### src/rtl/psum_drain_ctrl.sv
// Drain stage for the 4-cluster psum GLBs: after compute_done rises it waits a settle delay,
// reads one output row from all four GLBs in lockstep and streams it out through a 2-entry FIFO.
module psum_drain_ctrl #(
  parameter int unsigned DATA_BITWIDTH  = 8,
  parameter int unsigned ADDR_BITWIDTH  = 10,
  parameter int unsigned X_dim          = 3,
  parameter int unsigned PSUM_LOAD_ADDR = 0,
  parameter int unsigned SETTLE_CYC     = 8,
  parameter int unsigned RELU_EN        = 0
) (
  input  logic                       clk,
  input  logic                       reset,
  input  logic                       compute_done,
  input  logic                       new_layer,
  output logic                       r_req_psum,
  output logic [ADDR_BITWIDTH-1:0]   r_addr_psum,
  input  logic [DATA_BITWIDTH-1:0]   r_data_psum_w0,
  input  logic [DATA_BITWIDTH-1:0]   r_data_psum_w1,
  input  logic [DATA_BITWIDTH-1:0]   r_data_psum_e0,
  input  logic [DATA_BITWIDTH-1:0]   r_data_psum_e1,
  output logic                       out_valid,
  input  logic                       out_ready,
  output logic [4*DATA_BITWIDTH-1:0] out_data,
  output logic                       out_col_last,
  output logic                       out_layer_last,
  output logic                       drain_busy,
  output logic                       row_done,
  output logic                       overrun_err
);

  localparam int unsigned DW = DATA_BITWIDTH;
  localparam int unsigned AW = ADDR_BITWIDTH;
  localparam int unsigned LW = 4 * DATA_BITWIDTH;
  localparam int unsigned IW = (X_dim > 1) ? $clog2(X_dim) : 1;
  localparam int unsigned SW = $clog2(SETTLE_CYC + 1);
  localparam logic [IW-1:0] LAST_IDX = IW'(X_dim - 1);
  localparam logic [SW-1:0] SET_LAST = SW'(SETTLE_CYC - 1);

  typedef enum logic [1:0] {
    S_IDLE   = 2'd0,
    S_SETTLE = 2'd1,
    S_READ   = 2'd2,
    S_DRAIN  = 2'd3
  } state_e;

  state_e          state_q, state_d;
  logic            cd_q;
  logic [SW-1:0]   set_cnt_q, set_cnt_d;
  logic [IW-1:0]   col_q, col_d;
  logic [IW-1:0]   row_q, row_d;
  logic            pend_q, pend_d;
  logic [AW-1:0]   addr_q, addr_d;
  logic            overrun_q, overrun_d;
  logic            rdv_q;
  logic            rd_col_last_q;
  logic            rd_layer_last_q;

  logic [LW-1:0]   mem_data_q [2];
  logic            mem_cl_q   [2];
  logic            mem_ll_q   [2];
  logic            wr_ptr_q, rd_ptr_q;
  logic [1:0]      fifo_cnt_q, fifo_cnt_d;

  logic            rise_c;
  logic            busy_c;
  logic            valid_c;
  logic            pop_c;
  logic [2:0]      occ_c;
  logic            issue_c;
  logic            done_c;
  logic            settle_end_c;
  logic [AW-1:0]   row_base_c;
  logic [LW-1:0]   push_data_c;

  function automatic logic [DW-1:0] relu(input logic [DW-1:0] x);
    if ((RELU_EN != 0) && x[DW-1]) return '0;
    return x;
  endfunction

  // Event and handshake decode shared by the FSM and datapath
  assign rise_c       = compute_done & ~cd_q;
  assign busy_c       = (state_q != S_IDLE);
  assign valid_c      = (fifo_cnt_q != 2'd0);
  assign pop_c        = valid_c & out_ready;
  assign settle_end_c = (state_q == S_SETTLE) && (set_cnt_q == SET_LAST);
  assign done_c       = (state_q == S_DRAIN) && (fifo_cnt_q == 2'd0) && !rdv_q;
  assign row_base_c   = AW'(PSUM_LOAD_ADDR + X_dim * 32'(row_q));
  assign push_data_c  = {relu(r_data_psum_e1), relu(r_data_psum_e0),
                         relu(r_data_psum_w1), relu(r_data_psum_w0)};

  // Credit: entries still held after this cycle's pop, plus the read whose data lands now
  assign occ_c   = 3'(fifo_cnt_q) + 3'(rdv_q) - 3'(pop_c);
  assign issue_c = (state_q == S_READ) && (occ_c < 3'd2);

  // State register
  always_ff @(posedge clk or posedge reset) begin
    if (reset) state_q <= S_IDLE;
    else       state_q <= state_d;
  end

  // Next-state logic
  always_comb begin
    state_d = state_q;
    case (state_q)
      S_IDLE:   if (rise_c) state_d = S_SETTLE;
      S_SETTLE: if (settle_end_c) state_d = S_READ;
      S_READ:   if (issue_c && (col_q == LAST_IDX)) state_d = S_DRAIN;
      S_DRAIN:  if (done_c) state_d = S_IDLE;
      default:  state_d = S_IDLE;
    endcase
  end

  // FSM outputs
  always_comb begin
    r_req_psum = 1'b0;
    drain_busy = 1'b0;
    row_done   = 1'b0;
    r_req_psum = issue_c;
    drain_busy = busy_c;
    row_done   = done_c;
  end

  // Datapath next-state: settle count, column/address walk, row index, error flag
  always_comb begin
    set_cnt_d = '0;
    col_d     = col_q;
    addr_d    = addr_q;
    row_d     = row_q;
    pend_d    = pend_q;
    overrun_d = overrun_q | (rise_c & busy_c);

    if (state_q == S_SETTLE) set_cnt_d = set_cnt_q + SW'(1);

    if (settle_end_c) begin
      col_d  = '0;
      addr_d = row_base_c;
    end else if (issue_c && (col_q != LAST_IDX)) begin
      col_d  = col_q + IW'(1);
      addr_d = addr_q + AW'(1);
    end

    // A new_layer seen while busy is held until the row finishes
    if (!busy_c) begin
      if (new_layer) row_d = '0;
    end else if (done_c) begin
      pend_d = 1'b0;
      if (pend_q || new_layer)    row_d = '0;
      else if (row_q == LAST_IDX) row_d = '0;
      else                        row_d = row_q + IW'(1);
    end else if (new_layer) begin
      pend_d = 1'b1;
    end
  end

  always_ff @(posedge clk or posedge reset) begin
    if (reset) begin
      cd_q            <= 1'b0;
      set_cnt_q       <= '0;
      col_q           <= '0;
      row_q           <= '0;
      pend_q          <= 1'b0;
      addr_q          <= '0;
      overrun_q       <= 1'b0;
      rdv_q           <= 1'b0;
      rd_col_last_q   <= 1'b0;
      rd_layer_last_q <= 1'b0;
    end else begin
      cd_q      <= compute_done;
      set_cnt_q <= set_cnt_d;
      col_q     <= col_d;
      row_q     <= row_d;
      pend_q    <= pend_d;
      addr_q    <= addr_d;
      overrun_q <= overrun_d;
      rdv_q     <= issue_c;
      if (issue_c) begin
        rd_col_last_q   <= (col_q == LAST_IDX);
        rd_layer_last_q <= (col_q == LAST_IDX) && (row_q == LAST_IDX);
      end
    end
  end

  // 2-entry output FIFO; GLB data is captured one cycle after its request
  assign fifo_cnt_d = fifo_cnt_q + 2'(rdv_q) - 2'(pop_c);

  always_ff @(posedge clk or posedge reset) begin
    if (reset) begin
      for (int i = 0; i < 2; i++) begin
        mem_data_q[i] <= '0;
        mem_cl_q[i]   <= 1'b0;
        mem_ll_q[i]   <= 1'b0;
      end
      wr_ptr_q   <= 1'b0;
      rd_ptr_q   <= 1'b0;
      fifo_cnt_q <= 2'd0;
    end else begin
      if (rdv_q) begin
        mem_data_q[wr_ptr_q] <= push_data_c;
        mem_cl_q[wr_ptr_q]   <= rd_col_last_q;
        mem_ll_q[wr_ptr_q]   <= rd_layer_last_q;
        wr_ptr_q             <= ~wr_ptr_q;
      end
      if (pop_c) rd_ptr_q <= ~rd_ptr_q;
      fifo_cnt_q <= fifo_cnt_d;
    end
  end

  assign out_valid      = valid_c;
  assign out_data       = mem_data_q[rd_ptr_q];
  assign out_col_last   = mem_cl_q[rd_ptr_q];
  assign out_layer_last = mem_ll_q[rd_ptr_q];
  assign r_addr_psum    = addr_q;
  assign overrun_err    = overrun_q;

endmodule

### config.mk
export PLATFORM = sky130hd
export DESIGN_NAME = psum_drain_ctrl
export DESIGN_NICKNAME = d
export VERILOG_FILES = /design/src/rtl/psum_drain_ctrl.sv
export SDC_FILE = /design/constraint.sdc
export NUM_CORES = 1
export LEC_CHECK = 0
export ABC_AREA = 1
export BUFFER_PORTS_ARGS = -buffer_cell sky130_fd_sc_hd__buf_4
export CAP_MARGIN = 20
export CORE_MARGIN = 4
export CORE_UTILIZATION = 41
export CTS_CLUSTER_SIZE = 16
export DETAILED_ROUTE_END_ITERATION = 12
export HOLD_SLACK_MARGIN = 0.03
export SYNTH_ARGS = -nofsm -noshare
export SYNTH_HDL_FRONTEND = slang
export SYNTH_SLANG_ARGS = --single-unit
### constraint.sdc
create_clock -name clk -period 6.86 [get_ports clk]
set_clock_uncertainty 0.1 [all_clocks]
set_input_delay 1.372 -clock clk [delete_from_list [all_inputs] [get_ports clk]]
set_output_delay 1.372 -clock clk [all_outputs]
set_load 0.05 [all_outputs]
==> results of run 1 <==
## cell families (layout without fill, tap and decap cells)
kind of cell,after synthesis,after routing
flip-flops,98,98
adder cells (fa/ha/maj),15,15
AND/OR/NAND/NOR,270,270
XOR/XNOR,3,3
AO/OA/AOI/OAI,90,90
buffers and inverters,96,178
## per-stage QoR
step	cell area (sq um)	utilization, %	setup WS [ns]	total power [mW]	cells
6_report	5680	52.0	2.20	3.14	794
5_1_grt	5680	52.0	2.08	3.38	794
4_1_cts	5680	52.0	2.18	3.18	794
3_3_place_gp	5360	49.0	2.26	2.63	778
2_1_floorplan	4640	-	2.46	2.19	572
3_5_place_dp	5380	49.2	2.18	2.67	779
## layout make-up
type	count	area (sq um)	area share [%]
clock buffers	10	239	4.20
repair buffers	90	688	12.1
clock inverters	5	62.6	1.10
well taps	140	175	3.08
flip-flops and latches	98	2450	43.1
inverters	73	279	4.91
multi-input cells	378	1790	31.5
## registers in the layout, summed over array words and instances (netlist names), 2 cells and up
signal,cells
mem_ll_q,2
fifo_cnt_q,2
row_q,2
set_cnt_q,4
r_addr_psum,10
mem_cl_q,2
state_q,2
col_q,2
mem_data_q,64
## cells in the final DEF (no fill, tap or decap), types with 2 or more instances in the layout
master | netlist | layout
ha_1 | 14 | 14
nand4_1 | 7 | 7
o21ai_2 | 6 | 6
inv_1 | 69 | 68
o21ai_1 | 5 | 5
dfrtp_1 | 98 | 98
o21ai_0 | 73 | 73
clkbuf_16 | 0 | 9
xor2_1 | 2 | 2
inv_4 | 1 | 2
nor2_1 | 16 | 16
nand2_2 | 1 | 2
nand3_1 | 13 | 13
a21oi_1 | 4 | 4
nand2_1 | 228 | 227
clkinvlp_4 | 0 | 2
inv_2 | 2 | 2
buf_4 | 0 | 89
## worst register-to-register path, stage by stage, from the launching register on
cell     delay, ns
dfrtp_1       0.41
inv_2         0.10
nand2_1       0.08
nand2_1       0.09
inv_1         0.05
ha_1          0.27
inv_1         0.04
ha_1          0.18
fa_1          0.45
nor2_1        0.15
nand3_2       0.15
o21ai_4       0.33
inv_4         0.10
nand2_1       0.10
o21ai_2       0.05
## where the power goes
group | leakage (nW) | internal [mW] | switching (mW)
Clock | 0.141 | 0.293 | 0.213
Combinational | 1.79 | 0.492 | 1.17
Sequential | 1.19 | 0.834 | 0.141
Total | 3.12 | 1.62 | 1.52
## layer usage
layer  part of all wire (%)  wire [um]  up-vias  track usage (%)
met5                      0          0        -                0
met3                    5.2        527        6             3.65
met1                     46       4620     1764             21.7
li1                       -          -     1927                -
met2                     48       4920       92             27.3
met4                   0.78         79        0             4.43
## final timing paths
path,cells after the start,to,slack [ns],start
max,11,r_req_psum,2.20,out_ready
min,1,overrun_err,0.38,overrun_err
max reg2reg,14,r_addr_psum[8],4.12,fifo_cnt_q[1]
min reg2reg,1,overrun_err,0.38,overrun_err
max in group asynchronous,3,mem_data_q[23],4.52,reset
min in group asynchronous,2,mem_data_q[33],0.94,reset
==> impl_metrics.py, run 1 <==
metrics = {
    "clock_tree": {
        "cts_max_path_buffers": 2,
        "cts_resized": 0,
        "cts_sinks": 98,
        "path_clk_slew_ns": 0.07,
        "cts_hold_buf": 0,
        "htree_num_levels": 3,
        "cts_made_buffers": 9,
        "cts_tree": "built",
        "cts-root-buf": "clkbuf_16",
        "clock_latency_ns": 0.33,
        "post_cts_buffers": 0,
    },
    "worst_setup_path": {
        "critPathKind": "in -> out",
        "end_kind": "primary output",
        "crit_fanout": 6,
        "cp_num_buf_inv": 5,
        "worstPathArrival_ns": 3.18,
        "critical_path.cell_chain": "buf_4, nand2_1, inv_1, ha_1, inv_1, ha_1, fa_1, nor2_1, nand3_2, inv_2, buf_4",
        "critPathRequiredTime_ns": 5.39,
        "worst_setup_path_start_kind": "input port",
        "path_delay_family": "adder cells",
        "slowest_delay_ns": 0.45,
        "slowest_stage": "fa_1",
    },
    "timing": {
        "relSlewSlack_pct": 43.1,
        "finalHoldViolations": 0,
        "fin_setup_tns_ns": 0,
        "period_needed_ns": 4.66,
        "worst_pin_slew_ns": 0.854,
        "hold_ws_ns": 0.376,
        "drv_slew": 0,
        "final-setup-viol-count": 0,
        "final.period_utilization_pct": 67.9,
        "rsz0062_at_grt": "false",
        "fmax_mhz": 215,
    },
    "detailed_routing": {
        "drt_wl_total_um": 10100,
        "vias_per_cell": 4.77,
        "drt_iter0_drc": 179,
        "vias": 3789,
        "firstDrtPassIters": 4,
        "drc": 0,
        "post_drt_wl_per_cell_um": 12.8,
        "drtAntennaViolNets": 0,
    },
    "synth": {
        "synth_compound_area_share_pct": 10.5,
        "synth_nets": 624,
        "synth.mux.area_fraction_pct": 0,
        "yosysTopAreaCell": "dfrtp_1",
        "synthDistinctLibCells": 29,
        "ys_top_cells_by_area": "dfrtp_1, nand2_1, o21ai_0, inv_1, ha_1",
        "synth-xor-area-share_pct": 0.566,
        "synth_common_cells": "nand2_1, dfrtp_1, o21ai_0",
        "synth_flop_cell": "dfrtp_1",
        "synth_top_area_share_pct": 52.8,
        "ys_seq_elements": 98,
        "netlist_area_sq_um": 4640,
        "yosysWarningCount": 0,
        "seq_area_frac_synth_pct": 52.8,
        "synth_top_family_by_area": "simple AND/OR/NAND/NOR gates",
        "yosysMostFrequentCell": "nand2_1",
        "syn_avg_cell_area_sq_um": 8.11,
        "synth-edff-count": 0,
        "synthCells": 572,
        "synth-simple-area-share_pct": 23.2,
        "ys_async_sr_fraction_pct": 100,
        "synthAdderAreaFrac_pct": 4.21,
    },
    "power": {
        "ir_worst_vdd_mv": 0.265,
        "p_leak_nw": 3.12,
        "p_per_area_nw_per_um2": 552,
    },
    "placement": {
        "hpwl_um": 6760,
        "place.gp.congestion": 0.758,
        "io_buffers": 85,
    },
    "floorplan": {
        "die-height_um": 114,
        "start_util_pct": 42.4,
        "rows": 38,
        "coreArea_sq_um": 10900,
        "die_area_sq_um": 13100,
        "die_width_um": 114,
        "ioPinCount": 86,
    },
    "min_path": {
        "min_path_type": "reg -> reg",
    },
    "layout": {
        "area_delta_synth_final_pct": 22.5,
        "n_fill_cell": 1038,
        "nNetsFinal": 702,
        "drive_gt1_share_pct": 18.8,
        "antenna_cells": 0,
    },
    "job": {
        "cap_violations": 0,
    },
    "outcome": {
        "status": "finished clean",
    },
    "global_routing": {
        "grt_max_degree": 70,
        "antenna_found_initial": 0,
        "grt-ovfl-total": 0,
        "grt_pass1_wl_um": 17400,
        "grt.total_usage_pct": 16.4,
        "grt_pass1_vias": 3782,
    },
}
(Power assumes the default switching activity.)
==> run 2, diff against run 1 <==
--- a/config.mk
+++ b/config.mk
@@ -5,7 +5,7 @@
 export SDC_FILE = /design/constraint.sdc
 export NUM_CORES = 1
 export LEC_CHECK = 0
-export ABC_AREA = 1
+export ABC_AREA = 0
 export BUFFER_PORTS_ARGS = -buffer_cell sky130_fd_sc_hd__buf_4
 export CAP_MARGIN = 20
 export CORE_MARGIN = 4
==> constraint.sdc (replaced) <==
create_clock -name clk -period 4.65 [get_ports clk]
set_clock_uncertainty 0.1 [all_clocks]
set_input_delay 0.93 -clock clk [delete_from_list [all_inputs] [get_ports clk]]
set_output_delay 0.93 -clock clk [all_outputs]
set_load 0.05 [all_outputs]
==> run 2 against run 1 <==
  * Synthesized cell count fell by 42%
  * Final area is 4.9% lower
  * Flip-flop and latch count is the same
  * Sequential share of layout area is 2.2 points higher
  * Worst setup slack worse by 1.6 ns
  * Non-clock buffer count shrank 1
  * Clock-buffer cell count is the same
  * Routed wire length shrank 12%
  * Synthesized area down 4.3%
  * Cell count fell by 29%
  * Core utilization shrank 0.099 points
  * Via count fell by 26%
==> impl_metrics.py, run 2 <==
metrics = {
    "worst_setup_path": {
        "r2r-end": "r_addr_psum[9]",
        "worst_setup_path_start_kind": "flop",
        "crit_fanout": 7,
        "ff2ff_path_depth": 11,
        "worstPathArrival_ns": 3.02,
        "rrSetupSlack_ns": 1.20,
        "critPathKind": "reg -> out",
        "end_kind": "primary output",
        "critPathRequiredTime_ns": 3.62,
        "r2r-start": "fifo_cnt_q[1]",
    },
    "clock_tree": {
        "clock_latency_ns": 0.36,
        "path_clk_slew_ns": 0.09,
        "cts_sinks": 98,
        "cts-root-buf": "clkbuf_8",
        "cts_tree": "built",
        "cts_max_path_buffers": 2,
        "cts_resized": 0,
        "htree_num_levels": 3,
        "cts_made_buffers": 9,
        "post_cts_buffers": 0,
        "cts_hold_buf": 0,
    },
    "layout": {
        "final_cell_mix": "mux2_2, dfrtp_1, buf_4",
        "nNetsFinal": 472,
        "layout_commonest_cell": "mux2_2",
        "utilization_pct": 51.9,
        "antenna_cells": 0,
        "largest_reg_flops": 64,
        "final_area_sq_um": 5400,
        "drive_gt1_share_pct": 49.9,
        "top_register": "mem_data_q",
        "area_delta_synth_final_pct": 21.7,
    },
    "synth": {
        "ys_top_cells_by_area": "dfrtp_1, mux2_2, ha_1, xnor2_1, xor2_1",
        "synthDistinctLibCells": 35,
        "ys_async_sr_fraction_pct": 100,
        "yosysMostFrequentCell": "mux2_2",
        "yosysWarningCount": 0,
        "syn_avg_cell_area_sq_um": 13.3,
        "netlist_area_sq_um": 4440,
        "synth_flop_cell": "dfrtp_1",
        "seq_area_frac_synth_pct": 55.2,
        "synth_top_area_share_pct": 55.2,
        "ys_seq_elements": 98,
        "synth_common_cells": "mux2_2, dfrtp_1, nand2_1",
        "synthCells": 333,
        "synth_nets": 385,
        "yosysTopAreaCell": "dfrtp_1",
        "synth-edff-count": 0,
    },
    "global_routing": {
        "grt-ovfl-total": 0,
        "antenna_found_initial": 0,
        "grt_pass1_vias": 3045,
        "grt.total_usage_pct": 14.7,
        "grt_max_degree": 73,
        "grt_pass1_wl_um": 15000,
    },
    "floorplan": {
        "die_area_sq_um": 12600,
        "rows": 37,
        "coreArea_sq_um": 10400,
        "start_util_pct": 42.6,
        "die-height_um": 112,
        "die_width_um": 112,
        "ioPinCount": 86,
    },
    "detailed_routing": {
        "drt_iter0_drc": 77,
        "drc": 0,
        "post_drt_wl_per_cell_um": 15.9,
        "drtAntennaViolNets": 0,
        "firstDrtPassIters": 4,
        "vias": 2819,
        "vias_per_cell": 5.02,
        "drt_wl_total_um": 8890,
    },
    "timing": {
        "final-setup-viol-count": 0,
        "finalHoldViolations": 0,
        "hold_ws_ns": 0.356,
        "fin_setup_tns_ns": 0,
        "relSlewSlack_pct": 30.7,
        "drv_slew": 0,
        "period_needed_ns": 4.05,
        "rsz0062_at_grt": "false",
        "worst_pin_slew_ns": 1.04,
        "fmax_mhz": 247,
        "final.period_utilization_pct": 87.1,
    },
    "job": {
        "cap_violations": 0,
    },
    "placement": {
        "io_buffers": 85,
        "hpwl_um": 6090,
        "place.gp.congestion": 0.814,
        "place_area_sq_um": 5230,
    },
    "min_path": {
        "holdCritStartpoint": "set_cnt_q[0]",
        "min_path_type": "reg -> reg",
        "hold_depth": 1,
        "hold_end": "set_cnt_q[0]",
    },
    "outcome": {
        "status": "finished clean",
    },
}
## run 2: layer usage
| metal | wire length, um | track usage, % |
|---|---|---|
| met1 | 4250 | 19.8 |
| met3 | 403 | 3.67 |
| met2 | 4100 | 23.4 |
| met5 | 0 | 0 |
| met4 | 140 | 4.89 |
## run 2: through the flow
stage	std cells	worst slack [ns]
5_1_grt	561	0.347
4_1_cts	561	0.556
6_report	561	0.600
2_1_floorplan	333	0.0260
3_3_place_gp	545	0.677
3_5_place_dp	545	0.609
## run 2: worst max-delay path: stages, from the launching register on
cell	delay, ns
dfrtp_1	0.46
inv_1	0.13
nand2_1	0.08
and2_1	0.18
ha_1	0.28
inv_1	0.04
ha_1	0.18
fa_1	0.41
xnor2_1	0.45
nor3b_1	0.10
buf_4	0.18
buf_4	0.19
## run 2: final cells by class
type / instances / area (sq um)
clock buffer: 10 / 128
clock inverter: 6 / 42.5
fill: 922 / 5010
inverter: 14 / 55.1
multi-input combinational: 208 / 1890
sequential: 98 / 2450
tap: 136 / 170
timing repair buffer: 89 / 668
## run 2: how the worst max path moves through the flow
stage / from / end / slack (ns) / cells after the start
6_report: fifo_cnt_q[1] / r_req_psum / 0.60 / 11
5_1_grt: fifo_cnt_q[1] / r_req_psum / 0.35 / 11
4_1_cts: fifo_cnt_q[1] / r_req_psum / 0.56 / 11
3_5_place_dp: out_ready / r_req_psum / 0.61 / 10
3_3_place_gp: out_ready / r_req_psum / 0.68 / 10
2_1_floorplan: fifo_cnt_q[1] / r_req_psum / 0.03 / 9
## run 2: cells by family (layout without fill, tap and decap cells)
kind of cell | count (synthesis) | in the layout | share of synthesized area [%]
multiplexers | 102 | 102 | 25.8
XOR/XNOR | 14 | 14 | 2.76
adder cells (fa/ha/maj) | 15 | 15 | 4.40
AND/OR/NAND/NOR | 53 | 53 | 6.26
flip-flops | 98 | 98 | 55.2
AO/OA/AOI/OAI | 24 | 24 | 3.21
buffers and inverters | 27 | 119 | 2.28
Power of run 2 is not shown: default switching activity piles up to over one toggle a cycle in this logic, so the estimate is an artifact.
==> run 3, diff against run 2 <==
--- a/config.mk
+++ b/config.mk
@@ -9,7 +9,7 @@
 export BUFFER_PORTS_ARGS = -buffer_cell sky130_fd_sc_hd__buf_4
 export CAP_MARGIN = 20
 export CORE_MARGIN = 4
-export CORE_UTILIZATION = 41
+export CORE_UTILIZATION = 34
 export CTS_CLUSTER_SIZE = 16
 export DETAILED_ROUTE_END_ITERATION = 12
 export HOLD_SLACK_MARGIN = 0.03
==> run 3 against run 2 <==
  * Maximum frequency rose by 5.8%
  * Sequential share of layout area fell by 1.9 points
  * Die area rose by 19%
  * Register-to-register slack improved by 0.02 ns
  * Routed wire length rose by 0.29%
  * Largest cell class unchanged
==> impl_metrics.py, run 3 (synthesis results as in run 2) <==
metrics = {
    "worst_setup_path": {
        "rrSetupSlack_ns": 1.22,
        "crit_path_start": "out_ready",
        "slowest_delay_ns": 0.41,
        "slowest_stage": "fa_1",
        "critical_path.cell_chain": "buf_4, and2_1, ha_1, inv_1, ha_1, fa_1, xnor2_1, nor3b_1, buf_4, buf_4",
        "ff2ff_path_depth": 11,
        "critPathKind": "in -> out",
        "worst_setup_path_start_kind": "input port",
        "cpMostUsedCell": "buf_4",
        "r2r-end": "r_addr_psum[9]",
        "end_kind": "primary output",
        "worstPathArrival_ns": 2.80,
        "crit_fanout": 5,
        "r2r-start": "fifo_cnt_q[1]",
        "critPathRequiredTime_ns": 3.62,
    },
    "floorplan": {
        "start_util_pct": 34.9,
        "die_area_sq_um": 14900,
        "die_width_um": 122,
        "coreArea_sq_um": 12700,
        "rows": 41,
        "die-height_um": 122,
        "ioPinCount": 86,
    },
    "global_routing": {
        "grt-ovfl-total": 0,
        "grt_max_degree": 81,
        "antenna_found_initial": 0,
        "grt_pass1_wl_um": 14900,
        "grt.total_usage_pct": 12.8,
        "grt_pass1_vias": 2977,
    },
    "layout": {
        "n_fill_cell": 1226,
        "antenna_cells": 0,
        "final_cell_mix": "mux2_2, dfrtp_1, buf_4",
        "utilization_pct": 44.3,
        "largest_reg_flops": 64,
        "area_delta_synth_final_pct": 27.1,
        "top_register": "mem_data_q",
        "regArea_sq_um": 2450,
        "drive_gt1_share_pct": 50.4,
        "nNetsFinal": 474,
        "layout_commonest_cell": "mux2_2",
        "multiInputGateArea_sq_um": 1890,
    },
    "timing": {
        "worst_pin_slew_ns": 0.948,
        "fmax_mhz": 261,
        "drv_slew": 0,
        "fin_setup_tns_ns": 0,
        "finalHoldViolations": 0,
        "final.period_utilization_pct": 82.3,
        "period_needed_ns": 3.83,
        "rsz0062_at_grt": "false",
        "final-setup-viol-count": 0,
        "relSlewSlack_pct": 36.5,
    },
    "detailed_routing": {
        "post_drt_wl_per_cell_um": 14.9,
        "drtAntennaViolNets": 0,
        "drt_wl_total_um": 8920,
        "firstDrtPassIters": 4,
        "drt_iter0_drc": 96,
        "drc": 0,
        "vias_per_cell": 4.72,
        "vias": 2828,
    },
    "clock_tree": {
        "htree_num_levels": 3,
        "cts_hold_buf": 0,
        "cts-root-buf": "clkbuf_16",
        "path_clk_slew_ns": 0.06,
        "cts_sinks": 98,
        "cts_made_buffers": 9,
        "clock_latency_ns": 0.34,
        "cts_tree": "built",
        "cts_max_path_buffers": 2,
        "post_cts_buffers": 0,
        "cts_resized": 0,
    },
    "min_path": {
        "hold_depth": 1,
        "holdCritStartpoint": "set_cnt_q[0]",
        "hold_end": "set_cnt_q[0]",
        "min_path_type": "reg -> reg",
    },
    "placement": {
        "hpwl_um": 6260,
        "place.gp.congestion": 0.754,
        "io_buffers": 85,
    },
    "job": {
        "cap_violations": 0,
    },
    "outcome": {
        "status": "finished clean",
    },
}
[run 3: cell types whose count changed in the layout (fill, tap and decap cells not counted)]
cell / previous run / this run
clkbuf_16: 0 / 9
clkbuf_8: 9 / 0
bufinv_16: 0 / 2
clkinv_2: 2 / 0
buf_16: 0 / 1
buf_4: 89 / 90
clkbuf_1: 1 / 0
inv_6: 1 / 2
[run 3: how the worst max path moves through the flow]
stage	slack [ns]	to
final	0.82	r_req_psum
after global routing	0.66	r_req_psum
after global placement	0.83	r_req_psum
after detailed placement	0.82	r_req_psum
after floorplan	0.03	r_req_psum
after CTS	0.80	r_req_psum
[run 3: cell type report]
| cell class | instances | area share (%) |
|---|---|---|
| Sequential cell | 98 | 43.5 |
| Multi-Input combinational cell | 208 | 33.5 |
| Timing Repair Buffer | 91 | 12.5 |
| Clock buffer | 9 | 3.99 |
| Tap cell | 172 | 3.82 |
| Clock inverter | 7 | 1.80 |
| Inverter | 14 | 0.976 |
[run 3: critical path: cells and delay by family]
| family | cells | cell delay (ns) |
|---|---|---|
| XOR/XNOR | 1 | 0.17 |
| adder cells (fa/ha/maj) | 3 | 0.86 |
| buffers and inverters | 4 | 0.50 |
| AND/OR/NAND/NOR | 2 | 0.34 |
[run 3: metrics by stage]
stage | area, sq um | cells | worst slack, ns | hold slack (ns)
after floorplan | 4440 | 333 | 0.0260 | 0.325
after global placement | 5290 | 582 | 0.827 | 0.352
after detailed placement | 5290 | 582 | 0.821 | 0.352
after CTS | 5610 | 598 | 0.803 | 0.362
after global routing | 5640 | 599 | 0.661 | 0.362
final | 5640 | 599 | 0.822 | 0.361
[run 3: per-layer routing]
metal / vias up / global-route usage, % / wire length (um)
met5: - / 0 / 0
met3: 10 / 4.65 / 549
met1: 1405 / 16.6 / 3870
met2: 66 / 20.2 / 4370
met4: 0 / 4.06 / 128
li1: 1347 / - / -
Power of run 3 is left out for the same reason.
